==> config.mk <==
export PLATFORM = sky130hd
export DESIGN_NAME = bht_predictor
export DESIGN_NICKNAME = d
export VERILOG_FILES = /design/src/rtl/bht_predictor_pkg.sv /design/src/rtl/bht_predictor_imm_gen.sv /design/src/rtl/bht_predictor.sv
export SDC_FILE = /design/constraint.sdc
export NUM_CORES = 1
export LEC_CHECK = 0
export CELL_PAD_IN_SITES_DETAIL_PLACEMENT = 0
export CELL_PAD_IN_SITES_GLOBAL_PLACEMENT = 1
export CORE_MARGIN = 2
export CORE_UTILIZATION = 46
export DETAILED_ROUTE_END_ITERATION = 10
export HOLD_SLACK_MARGIN = 0.06
export PLACE_DENSITY_LB_ADDON = 0.1
export SYNTH_ARGS = -nofsm -noshare
export SYNTH_HDL_FRONTEND = slang
export SYNTH_SLANG_ARGS = --single-unit
==> constraint.sdc <==
create_clock -name clk -period 3.7 [get_ports clk]
set_clock_uncertainty 0.15 [all_clocks]
set_input_delay 0.555 -clock clk [delete_from_list [all_inputs] [get_ports clk]]
set_output_delay 0.555 -clock clk [all_outputs]
set_load 0.1 [all_outputs]
==> src/rtl/bht_predictor_pkg.sv <==
// Shared types, opcodes and default sizing for the fetch-stage branch predictor.
// Counter reset value is derived from the counter width by counter_reset().
package bht_predictor_pkg;

  localparam int ADDR_WIDTH_DEF      = 32;
  localparam int INST_WIDTH_DEF      = 32;
  localparam int BHT_INDEX_WIDTH_DEF = 8;
  localparam int COUNTER_WIDTH_DEF   = 2;

  typedef logic [ADDR_WIDTH_DEF-1:0] addr_t;
  typedef logic [INST_WIDTH_DEF-1:0] inst_t;

  localparam int OPCODE_MSB = 6;
  localparam int OPCODE_LSB = 0;

  typedef enum logic [OPCODE_MSB:OPCODE_LSB] {
    OPCODE_BR   = 7'b1100011,
    OPCODE_JALR = 7'b1100111,
    OPCODE_JAL  = 7'b1101111
  } opcode_t;

  // Weakly-not-taken: MSB clear, all lower bits set.
  function automatic int counter_reset(input int width);
    return (1 << (width - 1)) - 1;
  endfunction

  localparam int COUNTER_RESET_DEF = (1 << (COUNTER_WIDTH_DEF - 1)) - 1;

endpackage

==> src/rtl/bht_predictor_imm_gen.sv <==
// Extracts the sign-extended J-type and B-type immediates from an instruction word.
module predictor_imm_gen
  import bht_predictor_pkg::*;
#(
  parameter int ADDR_WIDTH = ADDR_WIDTH_DEF,
  parameter int INST_WIDTH = INST_WIDTH_DEF
) (
  input  logic [INST_WIDTH-1:0] inst,
  output logic [ADDR_WIDTH-1:0] j_imm,
  output logic [ADDR_WIDTH-1:0] b_imm
);

  assign j_imm = {{(ADDR_WIDTH-21){inst[31]}}, inst[31], inst[19:12], inst[20],
                  inst[30:21], 1'b0};
  assign b_imm = {{(ADDR_WIDTH-13){inst[31]}}, inst[31], inst[7], inst[30:25],
                  inst[11:8], 1'b0};

  // The opcode field is decoded by the caller.
  logic unused_opcode;
  assign unused_opcode = ^inst[OPCODE_MSB:OPCODE_LSB];

endmodule

==> src/rtl/bht_predictor.sv <==
// Direct-mapped BHT of saturating counters: combinational IF query, ROB-driven training.
// Define PREDICTOR_BYPASS_EN to forward a same-cycle, same-index update into the query.
module bht_predictor
  import bht_predictor_pkg::*;
#(
  parameter int ADDR_WIDTH      = ADDR_WIDTH_DEF,
  parameter int INST_WIDTH      = INST_WIDTH_DEF,
  parameter int BHT_INDEX_WIDTH = BHT_INDEX_WIDTH_DEF,
  parameter int COUNTER_WIDTH   = COUNTER_WIDTH_DEF
) (
  input  logic                  clk,
  input  logic                  rst,
  input  logic                  rdy,
  input  logic [ADDR_WIDTH-1:0] query_pc,
  input  logic [INST_WIDTH-1:0] query_inst,
  output logic                  predicted_jump,
  output logic [ADDR_WIDTH-1:0] predicted_target_pc,
  input  logic                  update_valid,
  input  logic [ADDR_WIDTH-1:0] update_pc,
  input  logic                  update_taken
);

  localparam int BHT_ENTRIES = 1 << BHT_INDEX_WIDTH;

  typedef logic [COUNTER_WIDTH-1:0] ctr_t;

  localparam ctr_t CTR_RESET = ctr_t'(counter_reset(COUNTER_WIDTH));

  ctr_t                       bht [BHT_ENTRIES];
  ctr_t                       q_ctr;
  logic [BHT_INDEX_WIDTH-1:0] q_idx;
  logic [BHT_INDEX_WIDTH-1:0] u_idx;
  logic [ADDR_WIDTH-1:0]      j_imm;
  logic [ADDR_WIDTH-1:0]      b_imm;
  logic                       update_en;

  function automatic ctr_t sat_next(input ctr_t ctr, input logic taken);
    if (taken) return (ctr == '1) ? ctr : ctr + ctr_t'(1);
    return (ctr == '0) ? ctr : ctr - ctr_t'(1);
  endfunction

  assign q_idx     = query_pc[BHT_INDEX_WIDTH+1:2];
  assign u_idx     = update_pc[BHT_INDEX_WIDTH+1:2];
  assign update_en = update_valid && rdy && !rst;

  // Word-offset and tag bits above the index are deliberately aliased away.
  logic unused_pc_bits;
  assign unused_pc_bits = ^{query_pc[ADDR_WIDTH-1:BHT_INDEX_WIDTH+2], query_pc[1:0],
                            update_pc[ADDR_WIDTH-1:BHT_INDEX_WIDTH+2], update_pc[1:0]};

  // NOTE: the whole table is a register array, so it can be cleared in one cycle;
  // a RAM-based table would need a sweep instead. Sequential state uses <= only.
  always_ff @(posedge clk) begin
    if (rst) begin
      for (int i = 0; i < BHT_ENTRIES; i++) bht[i] <= CTR_RESET;
    end else if (update_en) begin
      bht[u_idx] <= sat_next(bht[u_idx], update_taken);
    end
  end

`ifdef PREDICTOR_BYPASS_EN
  always_comb begin
    q_ctr = bht[q_idx];
    if (update_en && (u_idx == q_idx)) q_ctr = sat_next(bht[u_idx], update_taken);
  end
`else
  assign q_ctr = bht[q_idx];
`endif

  predictor_imm_gen #(
    .ADDR_WIDTH (ADDR_WIDTH),
    .INST_WIDTH (INST_WIDTH)
  ) u_imm_gen (
    .inst  (query_inst),
    .j_imm (j_imm),
    .b_imm (b_imm)
  );

  // NOTE: defaults assigned first so every path drives both outputs (no latch).
  always_comb begin
    predicted_jump      = 1'b0;
    predicted_target_pc = query_pc + ADDR_WIDTH'(4);
    case (query_inst[OPCODE_MSB:OPCODE_LSB])
      OPCODE_JAL: begin
        predicted_jump      = 1'b1;
        predicted_target_pc = query_pc + j_imm;
      end
      OPCODE_BR: begin
        predicted_jump = q_ctr[COUNTER_WIDTH-1];
        if (q_ctr[COUNTER_WIDTH-1]) predicted_target_pc = query_pc + b_imm;
      end
      default: ;
    endcase
  end

endmodule

# Yosys cells after proc, flatten, opt, wreduce, memory -nomap -nowiden
# Memories as Yosys holds them, arrays and structs flattened.
# Index checks and enable logic that the tools add are counted.
[word_totals]
mem_bits_rw = 512
mem_count = 1
register_bits = 0
[classes]
reduce_logical = 5
n_eq_ne = 3
muxes = 20
addsub = 5
[mem_list]
columns = ["name", "depth", "width", "read_ports", "rd_ports_with_merged_regs", "write_ports", "line_no", "text"]
rows = [
  ["bht", 256, 2, 2, 0, 256, "bht_predictor.sv:29", "ctr_t bht [BHT_ENTRIES];"],
]
[op_table]
columns = ["operator", "n"]
rows = [
  ["adder 32 bit", 2],
  ["one-hot mux 32 bit (2 select lines)", 1],
  ["adder 32 x 3 -> 32 bit (second input constant)", 1],
  ["2-to-1 mux 32 bit", 1],
  ["== test 7 bit (second input constant)", 2],
  ["2-to-1 mux 2 bit", 7],
  ["2-to-1 mux 1 bit", 9],
  ["2-to-1 mux 8 bit", 1],
  ["adder 2 x 1 -> 2 bit (second input constant)", 1],
  ["== test 2 bit (second input constant)", 1],
  ["logical AND 1 bit", 2],
  ["zero test 2 bit", 1],
  ["one-hot mux 1 bit (2 select lines)", 1],
  ["OR reduction 2 bit", 1],
  ["subtractor 2 x 1 -> 2 bit (second input constant)", 1],
  ["zero test 1 bit", 1],
]

# Longest topological paths before layout
# Gate-level depths: netlist (run 1).
[depth]
ltp_word = 8
mapped_depth = 13

# Modules after synthesis
# A second synthesis (run 1) with hierarchy kept.
[unflattened]
cells_unflattened = 2834
area_unflattened_um2 = 32491.2
[by_module_without_submodules]
columns = ["mod", "area_per_inst_um2", "cells_per_inst", "seq_area_each_um2", "instances"]
rows = [
  ["bht_predictor", 32006.9, 2769, 15374.7, 1],
  ["predictor_imm_gen", 484.2, 65, 0.0, 1],
]

# Worst setup path before layout (run 1)
# OpenSTA, ideal clock, no wires.
[synth_path]
kind = "input to output"
from = "in query_pc[3]"
to = "out predicted_target_pc[12]"
slack_ns = -3.035
arrival_ns = 6.030
path_stages = 12
n_path_buf = 5
path_cell_list = "clkbuf_1 > clkbuf_1 > buf_2 > mux2i_1 > a22oi_1 > nand3_1 > nand4_1 > nand4bb_1 > and2_1 > buf_2 > buf_2 > o311ai_0"
[synth_via]
elab_chain_len = 3
word_cells_on_any_way = 6
cone_classes = "add/sub (3); mux (2); memory (1)"
[synth_lines]
columns = ["item", "line_no", "text"]
rows = [
  ["start, declared", "bht_predictor.sv:14", "input logic [ADDR_WIDTH-1:0] query_pc,"],
  ["adder 32 x 3 -> 32 bit (tied with other cells)", "bht_predictor.sv:82", "predicted_target_pc = query_pc + ADDR_WIDTH'(4);"],
  ["2-to-1 mux 32 bit", "bht_predictor.sv:90", "if (q_ctr[COUNTER_WIDTH-1]) predicted_target_pc = query_pc + b_imm;"],
  ["one-hot mux 32 bit (2 select lines) *", "bht_predictor.sv:83", "case (query_inst[OPCODE_MSB:OPCODE_LSB])"],
  ["end, declared", "bht_predictor.sv:17", "output logic [ADDR_WIDTH-1:0] predicted_target_pc,"],
]
# Mark *: on every way between the ends. The rest lies on a longest branch, timed or not.

==> results of run 1 <==
==> power groups by stage <==
stage | logic (uW) | clock network, uW | registers [uW]
6_report | 3670 | 5550 | 6570
5_1_grt | 3860 | 5820 | 6580
4_1_cts | 3580 | 5600 | 6570
3_5_place_dp | 3460 | 0 | 6690
3_3_place_gp | 3440 | 0 | 6680
2_1_floorplan | 1880 | 0 | 6650
==> layout by cell type (no fill, tap or decap), types with 10 or more instances in the layout <==
master,n
ha_1,34
edfxtp_1,512
a221oi_2,10
clkbuf_16,58
mux2i_1,41
a22oi_2,16
a22oi_1,37
a22o_1,16
inv_1,23
a211oi_1,11
o21bai_1,40
buf_12,110
clkinv_2,13
clkdlybuf4s50_1,61
nand2b_1,28
o21ai_0,30
a21o_1,212
nor2_2,15
buf_4,489
o21ai_4,12
mux4_2,187
a21oi_1,57
nor3_1,249
nor2b_1,18
nand2_1,118
a221oi_1,10
buf_6,15
nor3_2,12
xor2_1,24
and3_1,11
nand3_1,279
or2_2,23
xnor2_1,35
nand4_1,22
and2_1,10
nor2_1,94
clkinv_1,12
clkbuf_1,14
nor4_1,11
==> cells by family (layout without fill, tap and decap cells) <==
group	after synthesis	after routing	synth area share (%)
flops	512	512	49.10
mux	232	232	14.89
simple gates	941	941	14.96
compound gates	569	569	13.01
fa+ha+maj	48	48	1.954
xor+xnor	59	59	1.650
buf+inv	337	822	4.439
==> final timing paths <==
path | start | to | slack [ns]
setup reg to reg | bht[111][1]$_SDFFCE_PN0P_ | bht[120][0]$_SDFFCE_PN1P_ | 0.09
setup / recovery | bht[186][1]$_SDFFCE_PN0P_ | predicted_target_pc[25] | -0.66
hold / removal | rst | bht[53][0]$_SDFFCE_PN1P_ | 0.32
hold reg to reg | bht[73][1]$_SDFFCE_PN0P_ | bht[180][0]$_SDFFCE_PN1P_ | 1.57
==> cell type report <==
type                            count  area, sq um
Tap cell                          873         1092
Multi-Input combinational cell   1849        15670
Fill cell                        5359        26410
Clock inverter                     37        324.1
Clock buffer                       71         1479
Timing Repair Buffer              690         6830
Inverter                           24        97.59
Sequential cell                   512        15370
==> per-stage QoR <==
stage / util [%] / instance area (sq um)
finish: 60.74 / 40870
global route: 60.74 / 40870
floorplan: - / 31880
global placement: 56.72 / 38160
CTS: 60.26 / 40540
detailed placement: 56.72 / 38160
==> worst max-delay path, cell delays in order, from the launching register on <==
cell	delay, ns
edfxtp_1	0.42
mux4_2	0.50
a22oi_2	0.17
a21oi_1	0.09
buf_4	0.16
or4_4	0.58
nand4_1	0.15
and2_4	0.28
o21ai_2	0.07
a221o_4	0.41
buf_12	0.17
==> timing repair <==
action / in CTS / in global routing
gates resized for setup: 112 / 49
cloned: 1 / 0
setup endpoints to repair: 64 / 352
hold buffers: 0 / 0
setup buffers: 15 / 11
pin swaps: 38 / 25
==> metal layers <==
metal / wire length, um / global-route usage, %
met2: 54730 / 52.76
met3: 12600 / 6.131
met5: 0 / 0
met4: 5351 / 13.47
met1: 47510 / 47.89
==> impl_metrics.csv, run 1 <==
group,metric,value,unit
outcome,status,"complete, but fails checks",
outcome,violations,"setup timing",
global_routing,grt_usage,34.09,%
sta,setup-violations-final,32,
synth,synthDistinctLibCells,71,
power_and_ir_drop,leakagePower,0.01452,uW
synth,yosysTopAreaCellShare,49.10,%
floorplanning,dieArea,0.07018,sq mm
floorplanning,ioPinCount,134,
place,port_buffers,107,
final_layout,finalNetCount,3281,
clock_network,tritoncts,"done",
synth,ys_seq_area_share,49.10,%
sta,post-route-min-period,4.362,ns
worst_setup_path,cp.arrival,3.66,ns
hold_path,hp-class,"input port to flip-flop",
power_and_ir_drop,clkPwrFrac,35.1,%
synth,syn_nets,2845,
synth,yosys-top-cells-count,"edfxtp_1 (512), nand3_1 (282), nor3_1 (262)",
final_layout,top_regs,"bht x512",
worst_setup_path,crit_type,"flip-flop to output port",
final_layout,stdcell_count,4056,
synth,synth_edf_count,512,
hold_path,min_delay_path_depth,2,
route,drt.antenna.violating_nets,0,
worst_setup_path,end_kind,"output port",
clock_network,cts.sinks,512,
sta,worst_pin_slew,1.082,ns
flow_run,maxCapViolCount,0,
worst_setup_path,cp_max_fo,8,
place,hpwl,83960,um
power_and_ir_drop,p_sw_share,28.93,%
route,drt-pass1-iter-count,5,
worst_setup_path,crit_path_start_kind,"flip-flop",
synth,synth_top_cell_by_area,"edfxtp_1",
route,drcViolationCount,0,
route,vias,26680,
sta,rsz0062_at_grt,"true",
place,placed_cells,3925,
power_and_ir_drop,peakVddDrop,397.5,uV
clock_network,clk_pin_slew,0.06,ns
sta,setup_slack,-0.6621,ns
global_routing,antenna_found_initial,1,
synth,ys.flop_type,"edfxtp_1",
power_and_ir_drop,switchingPower,4567,uW
final_layout,top_register,"bht",
final_layout,syn2layout_area_growth,30.51,%
floorplanning,die_y,264.9,um
clock_network,cts_root_buf,"clkbuf_16",
global_routing,grt_pass1_wl,176000,um
floorplanning,rows,95,
clock_network,cts_buffer_depth,3,
floorplanning,coreArea,0.06728,sq mm
final_layout,largest_reg_flops,512,
sta,drv_slew,0,
place,place.gp.congestion,0.9369,
power_and_ir_drop,power,15790,uW
final_layout,drive_gt1_share,33.93,%
final_layout,diodes,0,
worst_setup_path,cp.required,2.99,ns
synth,syn_inst,2698,
sta,final-hold-violation-count,0,
global_routing,grt_pass1_vias,26430,
synth,yosysWarnings,0,
synth,yosysMostFrequentCell,"edfxtp_1",
route,wl_per_cell,29.63,um
sta,slew-limit-headroom,27.84,%
route,wl,120200,um
floorplanning,fp.dieW,264.9,um
synth,synthesis.area,0.03131,sq mm
synth,ys_ff_latch,512,
sta,hold_ws,0.3206,ns
clock_network,clk_latency,0.65,ns
synth,ys_top_cells_by_area,"edfxtp_1 (49%), mux4_2 (13%), a21o_1 (5.1%)",
route,drtIter0Drc,3364,
clock_network,cts_max_level,2,
power_and_ir_drop,pwr-share-seq,41.6,%
power_and_ir_drop,power_density,386.4,mW/mm^2
global_routing,grt_max_degree,134,
synth,synthArstFlopShare,0,%
global_routing,grt-ovfl-total,0,
power_and_ir_drop,p_int,11220,uW
synth,syn_area_per_cell,11.61,sq um
floorplanning,start_util,46.54,%
worst_setup_path,ff2ff_path_depth,8,
power_and_ir_drop,combinationalPowerShare,23.3,%
clock_network,cts_buffers,57,
place,place_ws,-1.428,ns
sta,fin_crit_sh,117.9,%
route,vias_per_cell,6.579,
sta,fmax,229.2,MHz
sta,tns,-18.57,ns
(Power assumes the default switching activity.)
==> run 2, diff against run 1 <==
- CAP_MARGIN: not set -> 20
- SYNTH_HIERARCHICAL: not set -> 1
==> run 2 against run 1 <==
The flow still finishes with violations (setup timing). Die area increased by 3.7%. Flip-flop and latch count unchanged. Critical path depth increased by 5. Routed wire length increased by 1.2%. Clock power decreased by 6.7%. Non-clock buffer count increased by 27. Count of clock-buffer cells in the layout increased by 1. Power increased by 0.16%. Global-route usage decreased by 1.5 points. Highest routed layer is now met5.
==> impl_metrics.csv, run 2 <==
group,metric,value,unit
synth,synthArstFlopShare,0,%
sta,fmax,231.7,MHz
synth,synthesis.area,0.03249,sq mm
worst_setup_path,cp_max_fo,5,
worst_setup_path,critPathBufInv,7,
worst_setup_path,path_common_cell,"buf_12",
synth,yosysWarnings,6,
route,vias,27060,
outcome,violations,"setup timing",
global_routing,antenna_found_initial,4,
clock_network,cts_root_buf,"clkbuf_16",
global_routing,grt_pass1_wl,177200,um
floorplanning,ioPinCount,134,
clock_network,ctsHoldBuffers,0,
power_and_ir_drop,peakVddDrop,376.0,uV
synth,synthDistinctLibCells,67,
synth,ys.flop_type,"edfxtp_1",
final_layout,finalNetCount,3407,
global_routing,grt_max_degree,94,
place,dpl_cell_area,0.03866,sq mm
route,drt-pass1-iter-count,5,
floorplanning,die_y,269.8,um
floorplanning,fp.dieW,269.8,um
worst_setup_path,cp.required,2.99,ns
final_layout,largest_reg_flops,512,
sta,final-hold-violation-count,0,
place,place.gp.congestion,0.9601,
clock_network,clk_pin_slew,0.06,ns
route,drt.antenna.violating_nets,0,
route,wl_met3,11200,um
global_routing,grt-ovfl-total,0,
floorplanning,start_util,46.40,%
route,dr.max_layer_used,"met5",
worst_setup_path,cp_slowest_cell,"mux4_2",
worst_setup_path,r2r-end,"bht[74][0]$_SDFFCE_PN1P_",
worst_setup_path,worst-path-stages,15,
clock_network,clk_latency,0.63,ns
sta,worst_pin_slew,1.175,ns
sta,setup-violations-final,36,
route,drcViolationCount,0,
synth,yosys-top-cells-count,"edfxtp_1 (512), nand3_1 (273), nor3_1 (246)",
floorplanning,coreArea,0.07003,sq mm
worst_setup_path,r2r_setup_slack,0,ns
clock_network,cts_buffer_depth,3,
outcome,status,"complete, but fails checks",
route,wl_per_cell,28.81,um
worst_setup_path,crit_path_start_kind,"input port",
worst_setup_path,worstSetupStartpoint,"query_pc[2]",
worst_setup_path,cp.arrival,3.61,ns
synth,yosysMostFrequentCell,"edfxtp_1",
place,hpwl,85920,um
route,vias_per_cell,6.409,
sta,fin_crit_sh,116.6,%
floorplanning,rows,97,
final_layout,syn2layout_area_growth,30.22,%
sta,rsz0062_at_grt,"true",
synth,yosysTopAreaCellShare,47.32,%
synth,ys_top_cells_by_area,"edfxtp_1 (47%), mux4_2 (14%), a21o_1 (5.4%)",
worst_setup_path,cp_cell_sequence,"buf_12, buf_12, buf_12, mux4_2, a22oi_2, a211oi_2, nor4_2, a211oi_2, a31oi_4, buf_12, a21o_1, clkinvlp_4, buf_12, o221ai_4, buf_12",
sta,slew-limit-headroom,21.65,%
worst_setup_path,crit_type,"input port to output port",
final_layout,top_register,"bht",
sta,setup_slack,-0.6155,ns
worst_setup_path,worstSetupEndpoint,"predicted_target_pc[1]",
clock_network,tritoncts,"done",
final_layout,final_cell_mix,"edfxtp_1 (512), buf_4 (489), a21o_1 (233), nor3_1 (232), nand3_1 (231)",
clock_network,cts_buffers,56,
power_and_ir_drop,power_density,373.8,mW/mm^2
final_layout,final_common_cell,"edfxtp_1",
sta,drv_slew,0,
flow_run,maxCapViolCount,0,
synth,syn_area_per_cell,11.46,sq um
place,port_buffers,109,
route,met2_length,56080,um
worst_setup_path,ff2ff_path_depth,11,
synth,ys_seq_area_share,47.32,%
worst_setup_path,regToRegStartpoint,"bht[175][0]$_SDFFCE_PN1P_",
clock_network,cts_max_level,2,
final_layout,drive_gt1_share,35.48,%
final_layout,finish.instance_area,0.04231,sq mm
global_routing,grt_pass1_vias,27010,
worst_setup_path,cp_top_family,"buffers and inverters",
route,drtIter0Drc,3169,
clock_network,cts.sinks,512,
synth,ys_ff_latch,512,
route,m1WireLength,48820,um
power_and_ir_drop,leakagePower,0.01500,uW
final_layout,top_regs,"bht x512",
route,wl,121600,um
synth,synth_top_cell_by_area,"edfxtp_1",
sta,post-route-min-period,4.315,ns
synth,syn_inst,2834,
worst_setup_path,critPathMaxStageDelay,0.58,ns
floorplanning,dieArea,0.07278,sq mm
hold_path,hp-class,"input port to flip-flop",
sta,tns,-17.38,ns
global_routing,grt_usage,32.56,%
worst_setup_path,end_kind,"output port",
synth,synth_edf_count,512,
run 2: cell types whose count changed after synthesis, sizes merged, moves of 14 or more:
| cell | before | now |
|---|---|---|
| nor2 | 111 | 148 |
| buf | 101 | 165 |
| a221oi | 21 | 5 |
| nand2b | 28 | 61 |
| a22o | 16 | 2 |
| a21o | 212 | 233 |
| nand2 | 121 | 153 |
| o21bai | 41 | 6 |
| nor3 | 262 | 246 |
| ha | 44 | 63 |
run 2: routing by layer:
layer	vias to the layer above	GRT usage (%)
met5	-	0
met4	6	13.77
met3	263	5.201
met2	1452	51.64
met1	13640	44.66
li1	11700	-
run 2: cell type report:
cell class                 count  area [sq um]
sequential                   512         15370
antenna                        1         2.502
clock inverter                26         173.9
timing repair buffer         717          7362
tap                          940          1176
inverter                      22         86.33
multi-input combinational   1932         16670
clock buffer                  72          1461
fill                        5762         27720
run 2: timing repair:
| action | 4_1_cts | 5_1_grt |
|---|---|---|
| gates resized for setup | 153 | 115 |
| pin swaps | 64 | 41 |
| endpoints found under the setup margin | 530 | 488 |
| gates cloned | 4 | 25 |
| setup buffers | 16 | 27 |
run 2: logic make-up after synthesis:
kind of cell             after synthesis  share of synthesized area, %
XOR/XNOR                              73                         1.968
other                                  1                       0.01154
AND/OR/NAND/NOR                     1006                         15.14
buffers and inverters                391                         6.004
flip-flops                           512                         47.32
AO/OA/AOI/OAI                        542                         11.80
multiplexers                         242                         15.14
adder cells (fa/ha/maj)               67                         2.619
run 2: where the power goes:
group	internal (uW)	switching (uW)	leakage (uW)	total, uW
clock	2840	2340	0.000789	5180
combinational	1870	2240	0.00977	4110
sequential	6470	55.3	0.00443	6520
run 2: worst register-to-register path: cells and delay by family (launching register included):
kind                       cells  cell delay (ns)
muxes                          2             1.12
and+or+nand+nor                4             0.74
buffers and inverters          3             0.47
adders and majority gates      1             0.45
DFF                            1             0.37
AOI/OAI and AO/OA              1             0.26
run 2: how the worst min path moves through the flow:
stage	from	endpoint	cells after the start
CTS	rst	bht[53][1]$_SDFFCE_PN0P_	2
detailed placement	rst	bht[133][0]$_SDFFCE_PN1P_	2
finish	rst	bht[133][1]$_SDFFCE_PN0P_	2
floorplan	rdy	bht[15][1]$_SDFFCE_PN0P_	3
global route	rst	bht[133][1]$_SDFFCE_PN0P_	2
global placement	rst	bht[154][1]$_SDFFCE_PN0P_	2
run 2: through the flow:
stage                     hold WS (ns)  power (uW)  instances  utilization [%]  setup slack (ns)
after global placement           1.040       10060       4055            55.20           -0.9203
after global routing            0.4137       16250       4222            60.42           -0.7009
after floorplan                 0.8155        8640       2835                -           -0.9057
after CTS                       0.3743       15370       4173            58.65           -0.6273
after detailed placement         1.031       10090       4055            55.20           -0.9395
final                           0.3966       15820       4222            60.42           -0.6155
